[src/rtl/compress_flag_sched_if.sv]
`default_nettype none
// +----------------------------------------------------------------------------+
// | Module  : compress_flag_sched_if                                           |
// | Brief   : requester, core and result bundle of the flag-compression        |
// |           scheduler; master = scheduler side, slave = environment side.    |
// | Revision: 1.0 - initial release                                            |
// +----------------------------------------------------------------------------+
interface compress_flag_sched_if #(
  parameter int NUM_REQ = 3
);
  logic [NUM_REQ-1:0]    req_valid;
  logic [NUM_REQ-1:0]    req_ready;
  logic [42*NUM_REQ-1:0] req_diff_position;
  logic [21*NUM_REQ-1:0] req_diff_flag;
  logic [3*NUM_REQ-1:0]  req_diff_num;

  logic                  core_i_valid;
  logic [41:0]           core_diff_position;
  logic [20:0]           core_diff_flag;
  logic [2:0]            core_diff_num;
  logic                  core_o_valid;
  logic [76:0]           core_flag_data;
  logic [3:0]            core_bytesize;

  logic                  res_valid;
  logic                  res_ready;
  logic [76:0]           res_data;
  logic [3:0]            res_bytesize;
  logic [1:0]            res_id;
  logic                  res_err;

  modport master (
    input  req_valid, req_diff_position, req_diff_flag, req_diff_num,
    input  core_o_valid, core_flag_data, core_bytesize,
    input  res_ready,
    output req_ready,
    output core_i_valid, core_diff_position, core_diff_flag, core_diff_num,
    output res_valid, res_data, res_bytesize, res_id, res_err
  );

  modport slave (
    output req_valid, req_diff_position, req_diff_flag, req_diff_num,
    output core_o_valid, core_flag_data, core_bytesize,
    output res_ready,
    input  req_ready,
    input  core_i_valid, core_diff_position, core_diff_flag, core_diff_num,
    input  res_valid, res_data, res_bytesize, res_id, res_err
  );
endinterface
`default_nettype wire

[src/rtl/compress_flag_sched.sv]
`default_nettype none
// +----------------------------------------------------------------------------+
// | Module  : compress_flag_sched                                              |
// | Brief   : round-robin scheduler sharing one flag-compression core among    |
// |           NUM_REQ requesters; optional WAIT timeout via SCHED_TIMEOUT_EN.  |
// | Revision: 1.0 - initial release                                            |
// +----------------------------------------------------------------------------+
module compress_flag_sched #(
  parameter int NUM_REQ = 3,
  parameter int TIMEOUT = 16
) (
  input  logic                  clk,
  input  logic                  rst,
  compress_flag_sched_if.master bus
);

  if (NUM_REQ < 2 || NUM_REQ > 4 || TIMEOUT < 1 || TIMEOUT > 255) begin : g_param_check
    $error("compress_flag_sched: NUM_REQ must be 2..4 and TIMEOUT 1..255");
  end

  typedef enum logic [1:0] {
    S_IDLE  = 2'd0,
    S_ISSUE = 2'd1,
    S_WAIT  = 2'd2,
    S_HOLD  = 2'd3
  } state_t;

  localparam logic [1:0] c_LAST_RST = 2'(NUM_REQ - 1);

  state_t      state_q;
  logic [1:0]  last_grant_q;
  logic        core_i_valid_q;
  logic [41:0] core_pos_q;
  logic [20:0] core_flag_q;
  logic [2:0]  core_num_q;
  logic        res_valid_q;
  logic [76:0] res_data_q;
  logic [3:0]  res_bytesize_q;
  logic [1:0]  res_id_q;

  // Requester operands unpacked into fixed four-entry tables; unused slots read 0
  // so an out-of-range index can never produce a grant.
  logic [41:0] w_pos  [4];
  logic [20:0] w_flag [4];
  logic [2:0]  w_num  [4];
  logic [3:0]  w_valid_pad;

  for (genvar gi = 0; gi < 4; gi++) begin : g_unpack
    if (gi < NUM_REQ) begin : g_used
      assign w_pos[gi]       = bus.req_diff_position[42*gi +: 42];
      assign w_flag[gi]      = bus.req_diff_flag[21*gi +: 21];
      assign w_num[gi]       = bus.req_diff_num[3*gi +: 3];
      assign w_valid_pad[gi] = bus.req_valid[gi];
    end else begin : g_pad
      assign w_pos[gi]       = '0;
      assign w_flag[gi]      = '0;
      assign w_num[gi]       = '0;
      assign w_valid_pad[gi] = 1'b0;
    end
  end

  logic [1:0] w_grant;
  logic [1:0] w_cand;
  logic       w_grant_vld;

  // Walk from the farthest candidate back to last_grant+1 so the nearest valid one wins.
  always_comb begin
    w_grant     = 2'd0;
    w_grant_vld = 1'b0;
    w_cand      = 2'd0;
    for (int k = NUM_REQ; k >= 1; k--) begin
      w_cand = 2'((int'(last_grant_q) + k) % NUM_REQ);
      if (w_valid_pad[w_cand]) begin
        w_grant     = w_cand;
        w_grant_vld = 1'b1;
      end
    end
  end

  for (genvar gr = 0; gr < NUM_REQ; gr++) begin : g_ready
    assign bus.req_ready[gr] = (state_q == S_IDLE) && w_grant_vld && (w_grant == 2'(gr));
  end

`ifdef SCHED_TIMEOUT_EN
  localparam logic [7:0] c_TMO_LAST = 8'(TIMEOUT - 1);

  logic [7:0] tmo_cnt_q;
  logic       res_err_q;
  logic       w_tmo_expire;

  assign w_tmo_expire = (tmo_cnt_q == c_TMO_LAST);
  assign bus.res_err  = res_err_q;
`else
  assign bus.res_err  = 1'b0;
`endif

  always_ff @(posedge clk) begin
    if (rst) begin
      state_q        <= S_IDLE;
      last_grant_q   <= c_LAST_RST;
      core_i_valid_q <= 1'b0;
      core_pos_q     <= '0;
      core_flag_q    <= '0;
      core_num_q     <= '0;
      res_valid_q    <= 1'b0;
      res_data_q     <= '0;
      res_bytesize_q <= '0;
      res_id_q       <= '0;
`ifdef SCHED_TIMEOUT_EN
      tmo_cnt_q      <= '0;
      res_err_q      <= 1'b0;
`endif
    end else begin
      core_i_valid_q <= 1'b0;
      unique case (state_q)
        S_IDLE: begin
          if (w_grant_vld) begin
            core_pos_q     <= w_pos[w_grant];
            core_flag_q    <= w_flag[w_grant];
            core_num_q     <= w_num[w_grant];
            last_grant_q   <= w_grant;
            core_i_valid_q <= 1'b1;
            state_q        <= S_ISSUE;
          end
        end
        S_ISSUE: begin
          state_q <= S_WAIT;
`ifdef SCHED_TIMEOUT_EN
          tmo_cnt_q <= '0;
`endif
        end
        S_WAIT: begin
          // A strobe in the expiry cycle still counts as a normal completion.
          if (bus.core_o_valid) begin
            res_data_q     <= bus.core_flag_data;
            res_bytesize_q <= bus.core_bytesize;
            res_id_q       <= last_grant_q;
            res_valid_q    <= 1'b1;
            state_q        <= S_HOLD;
`ifdef SCHED_TIMEOUT_EN
            res_err_q      <= 1'b0;
          end else if (w_tmo_expire) begin
            res_data_q     <= '0;
            res_bytesize_q <= '0;
            res_id_q       <= last_grant_q;
            res_valid_q    <= 1'b1;
            res_err_q      <= 1'b1;
            state_q        <= S_HOLD;
          end else begin
            tmo_cnt_q      <= tmo_cnt_q + 8'd1;
`endif
          end
        end
        S_HOLD: begin
          if (bus.res_ready) begin
            res_valid_q <= 1'b0;
            state_q     <= S_IDLE;
          end
        end
        default: state_q <= S_IDLE;
      endcase
    end
  end

  assign bus.core_i_valid       = core_i_valid_q;
  assign bus.core_diff_position = core_pos_q;
  assign bus.core_diff_flag     = core_flag_q;
  assign bus.core_diff_num      = core_num_q;
  assign bus.res_valid          = res_valid_q;
  assign bus.res_data           = res_data_q;
  assign bus.res_bytesize       = res_bytesize_q;
  assign bus.res_id             = res_id_q;

endmodule
`default_nettype wire

[src/flat_wrapper.sv]
// flat-port wrapper written by rule: the top's interface ports become plain ports
module compress_flag_sched_flat 
#(
  parameter int NUM_REQ = 3,
  parameter int TIMEOUT = 16
)
  (clk, rst, bus_req_valid, bus_req_diff_position, bus_req_diff_flag, bus_req_diff_num, bus_core_o_valid, bus_core_flag_data, bus_core_bytesize, bus_res_ready, bus_req_ready, bus_core_i_valid, bus_core_diff_position, bus_core_diff_flag, bus_core_diff_num, bus_res_valid, bus_res_data, bus_res_bytesize, bus_res_id, bus_res_err);
  compress_flag_sched_if #(.NUM_REQ(NUM_REQ)) bus_i ();
  input  logic clk;
  input  logic rst;
  input wire logic [$bits(bus_i.req_valid)-1:0] bus_req_valid;
  input wire logic [$bits(bus_i.req_diff_position)-1:0] bus_req_diff_position;
  input wire logic [$bits(bus_i.req_diff_flag)-1:0] bus_req_diff_flag;
  input wire logic [$bits(bus_i.req_diff_num)-1:0] bus_req_diff_num;
  input wire logic [$bits(bus_i.core_o_valid)-1:0] bus_core_o_valid;
  input wire logic [$bits(bus_i.core_flag_data)-1:0] bus_core_flag_data;
  input wire logic [$bits(bus_i.core_bytesize)-1:0] bus_core_bytesize;
  input wire logic [$bits(bus_i.res_ready)-1:0] bus_res_ready;
  output wire logic [$bits(bus_i.req_ready)-1:0] bus_req_ready;
  output wire logic [$bits(bus_i.core_i_valid)-1:0] bus_core_i_valid;
  output wire logic [$bits(bus_i.core_diff_position)-1:0] bus_core_diff_position;
  output wire logic [$bits(bus_i.core_diff_flag)-1:0] bus_core_diff_flag;
  output wire logic [$bits(bus_i.core_diff_num)-1:0] bus_core_diff_num;
  output wire logic [$bits(bus_i.res_valid)-1:0] bus_res_valid;
  output wire logic [$bits(bus_i.res_data)-1:0] bus_res_data;
  output wire logic [$bits(bus_i.res_bytesize)-1:0] bus_res_bytesize;
  output wire logic [$bits(bus_i.res_id)-1:0] bus_res_id;
  output wire logic [$bits(bus_i.res_err)-1:0] bus_res_err;
  assign bus_i.req_valid = bus_req_valid;
  assign bus_i.req_diff_position = bus_req_diff_position;
  assign bus_i.req_diff_flag = bus_req_diff_flag;
  assign bus_i.req_diff_num = bus_req_diff_num;
  assign bus_i.core_o_valid = bus_core_o_valid;
  assign bus_i.core_flag_data = bus_core_flag_data;
  assign bus_i.core_bytesize = bus_core_bytesize;
  assign bus_i.res_ready = bus_res_ready;
  assign bus_req_ready = bus_i.req_ready;
  assign bus_core_i_valid = bus_i.core_i_valid;
  assign bus_core_diff_position = bus_i.core_diff_position;
  assign bus_core_diff_flag = bus_i.core_diff_flag;
  assign bus_core_diff_num = bus_i.core_diff_num;
  assign bus_res_valid = bus_i.res_valid;
  assign bus_res_data = bus_i.res_data;
  assign bus_res_bytesize = bus_i.res_bytesize;
  assign bus_res_id = bus_i.res_id;
  assign bus_res_err = bus_i.res_err;
  compress_flag_sched #(.NUM_REQ(NUM_REQ), .TIMEOUT(TIMEOUT)) u_core (.clk(clk), .rst(rst), .bus(bus_i));
endmodule
[config.mk]
export PLATFORM = sky130hd
export DESIGN_NAME = compress_flag_sched_flat
export DESIGN_NICKNAME = d
export VERILOG_FILES = /design/src/rtl/compress_flag_sched_if.sv /design/src/rtl/compress_flag_sched.sv /design/src/flat_wrapper.sv
export SDC_FILE = /design/constraint.sdc
export NUM_CORES = 1
export LEC_CHECK = 0
export ABC_AREA = 0
export BUFFER_PORTS_ARGS = -buffer_cell sky130_fd_sc_hd__buf_2
export CAP_MARGIN = 30
export CORE_AREA = 2 2 172 174
export CTS_BUF_LIST = sky130_fd_sc_hd__clkbuf_8
export DETAILED_ROUTE_END_ITERATION = 8
export DIE_AREA = 0 0 174 176
export SLEW_MARGIN = 20
export SYNTH_ARGS = -nofsm -noshare
export SYNTH_HDL_FRONTEND = slang
export SYNTH_SLANG_ARGS = --single-unit
[constraint.sdc]
create_clock -name clk -period 3.3 [get_ports clk]
set_input_delay 0.495 -clock clk [delete_from_list [all_inputs] [get_ports clk]]
set_output_delay 0.495 -clock clk [all_outputs]
set_load 0.05 [all_outputs]
==> impl_metrics.env <==
export IMPL_ios=441
export IMPL_clock_latency_ps=460
export IMPL_yosysWarnings=0
export IMPL_cp_end_kind="output pin"
export IMPL_dr_wl_met2_um=16900
export IMPL_wl_met1_um=14900
export IMPL_ctsHoldBuffers=0
export IMPL_relSlewSlack=0.528
export IMPL_rows=62
export IMPL_cts_buffers=17
export IMPL_tritoncts_num_sinks=155
export IMPL_peakVddDrop_v=0.000510
export IMPL_antenna_left=0
export IMPL_synth_top_family_by_area="compound AO/OA/AOI/OAI gates"
export IMPL_required_ps=2800
export IMPL_ys_seq_area_frac=0.343
export IMPL_synth_main_ff_cell="dfxtp_1"
export IMPL_syn_num_nets=1435
export IMPL_syn_to_final_growth_pct=33.0
export IMPL_cts_tree="built"
export IMPL_grt_ovfl_total=0
export IMPL_yosys_area_share_simple=0.279
export IMPL_drv_slew=0
export IMPL_grt_pass1_vias=9533
export IMPL_drv_cap=0
export IMPL_synth_edf_count=0
export IMPL_worst_pin_slew_ps=709
export IMPL_drc_errors=0
export IMPL_crit_fanout=12
export IMPL_htree_levels=4
export IMPL_fin_total_pwr_mw=9.94
export IMPL_hp_class="input pin to register"
export IMPL_grt_max_degree=147
export IMPL_placed_cell_area_mm2=0.0115
export IMPL_dp_hpwl_um=23600
export IMPL_dieHeight_um=176
export IMPL_synthMuxAreaShare=0.00443
export IMPL_outcome="finished, final reports clean"
export IMPL_via_per_inst=5.45
export IMPL_antenna_found_initial=11
export IMPL_track_usage=0.218
export IMPL_synth_compound_area_frac=0.294
export IMPL_crit_start="u_core.last_grant_q[0]$_SDFFE_PP0P_"
export IMPL_synth_xor_area_share=0
export IMPL_register_area_mm2=0.00310
export IMPL_fill_cells=3019
export IMPL_io_buffers=439
export IMPL_clockBufferDepth=2
export IMPL_wl_per_cell_um=18.5
export IMPL_power_density_mw_per_mm2=827
export IMPL_final_min_clock_period_ps=3170
export IMPL_core_area_mm2=0.0285
export IMPL_syn_avg_cell_area_um2=7.91
export IMPL_syn_area_mm2=0.00903
export IMPL_critical_path_class="register to output pin"
export IMPL_yosysUniqueCellTypes=40
export IMPL_layout_drive_gt1_share=0.346
export IMPL_setup_viol=0
export IMPL_grt_pass1_wl_um=53700
export IMPL_nets=1780
export IMPL_synth_fa_ha_area_frac=0.00970
export IMPL_drt_pass1_iterations=6
export IMPL_die_area_mm2=0.0306
export IMPL_place_gp_congestion=0.857
export IMPL_syn_inst=1142
export IMPL_cts_root_buf="clkbuf_8"
export IMPL_max_freq_mhz=316
export IMPL_drtIter0Drc=725
export IMPL_async_reset_ff_frac=0
export IMPL_ys_seq_elements=155
export IMPL_p_leak_nw=5.10
export IMPL_multi_input_area_mm2=0.00545
export IMPL_met3_length_um=2810
export IMPL_final_area_mm2=0.0120
export IMPL_hold_path_startpoint="bus_core_flag_data[65]"
export IMPL_start_util=0.316
export IMPL_num_vias=10320
export IMPL_fin_worst_skew_ps=26.9
export IMPL_hold_violations=0
export IMPL_startpoint_type="register"
export IMPL_wl_um=35100
export IMPL_reg2reg_from="u_core.last_grant_q[0]$_SDFFE_PP0P_"
export IMPL_arrival_ps=2670
export IMPL_path_clk_slew_ps=120
export IMPL_highest_layer="met5"
export IMPL_post_route_util=0.421
export IMPL_dieWidth_um=174
export IMPL_period_share=0.960
power breakdown:
group | leakage (nW) | switching [mW] | internal (mW) | total, mW
sequential | 1.27 | 0.199 | 2.24 | 2.44
combinational | 3.64 | 4.17 | 1.81 | 5.98
clock | 0.196 | 0.921 | 0.591 | 1.51
total | 5.10 | 5.29 | 4.64 | 9.94
worst max-delay path: stages (launching register included):
cell and delay [ps]:
dfxtp_1 470, inv_1 140, ha_4 320, nand2b_1 220
a21oi_1 260, nor3b_4 80, buf_4 160, nor4b_2 320
buf_4 260
layout make-up:
| type | count | share of cell area |
|---|---|---|
| well taps | 384 | 0.0400 |
| multi-input cells | 840 | 0.454 |
| diodes | 9 | 0.00188 |
| inverters | 8 | 0.00250 |
| flip-flops and latches | 155 | 0.258 |
| clock buffers | 18 | 0.0206 |
| clock inverters | 14 | 0.0123 |
| repair buffers | 465 | 0.211 |
metrics by stage:
step                hold WS (ps)  TNS (ps)  std cells  worst slack, ps
floorplan                    469         0       1142             21.4
global placement             439         0       1848              375
detailed placement           444         0       1848              327
CTS                          219     -43.3       1883            -26.9
global route                 212     -14.5       1891            -7.93
finish                       257         0       1893              132
per-layer routing:
| metal | up-vias | global-route usage |
|---|---|---|
| met2 | 434 | 0.366 |
| met3 | 28 | 0.0627 |
| met4 | 4 | 0.0571 |
| met1 | 4896 | 0.274 |
| li1 | 4958 | - |
| met5 | - | 0 |
final timing paths:
path | end | depth (start not counted) | slack, ps
worst min register to register | u_core.bus.res_id[0]$_SDFFE_PP0P_ | 2 | 450
worst max-delay path | bus_req_ready[1] | 8 | 130
worst min-delay path | u_core.bus.res_data[65]$_SDFFE_PP0P_ | 3 | 260
worst max register to register | u_core.bus.core_diff_position[37]$_SDFFE_PP0P_ | 9 | 600
flip-flops by register name (all words and copies together), names as in the netlist:
signal	count
u_core.bus.core_diff_flag	21
u_core.bus.core_diff_num	3
u_core.bus.core_diff_position	42
u_core.bus.core_i_valid	1
u_core.bus.res_bytesize	4
u_core.bus.res_data	77
u_core.bus.res_id	2
u_core.bus.res_valid	1
u_core.last_grant_q	2
u_core.state_q	2
cell families (layout without fill, tap and decap cells):
| group | Yosys count | after routing |
|---|---|---|
| DFF | 155 | 155 |
| buffers and inverters | 147 | 505 |
| and+or+nand+nor | 460 | 460 |
| muxes | 4 | 4 |
| AOI/OAI and AO/OA | 368 | 368 |
| adders and majority gates | 7 | 7 |
| other | 1 | 10 |
synthesized netlist by cell type (4+ instances only):
library cell  count  area, um2
inv_1             7       26.3
a21oi_1          87        435
nand3b_1         67        503
o2bb2ai_1        66        578
nor2_1            4       15.0
buf_6             5       56.3
mux2i_1           4       40.0
buf_1            11       41.3
buf_2            21        105
o211a_1          67        671
o21ai_0          67        335
clkbuf_1        101        379
nand4b_1         67        587
nand2_1         175        657
nor3_1          135        676
o211ai_1         67        503
nand2b_1          4       25.0
dfxtp_1         155       3100
ha_1              7       87.6
placed cells by master, fill, tap and decap left out, types with 9 or more instances in the layout:
cell type / instances
o2bb2ai_1: 66
dfxtp_1: 155
nand2_1: 174
clkbuf_8: 18
nand3b_1: 67
nor3_1: 135
o211ai_1: 67
buf_2: 435
diode_2: 9
buf_4: 19
o211a_1: 66
nand4b_1: 67
buf_12: 10
o21ai_0: 67
a21oi_1: 86
repair_timing:
| item | 4_1_cts | 5_1_grt |
|---|---|---|
| setup endpoints to repair | 3 | 3 |
| gates resized for setup | 4 | 10 |
| setup buffers | 3 | 1 |
| pin swaps | 1 | 1 |
Power figures use the tool's default switching activity.
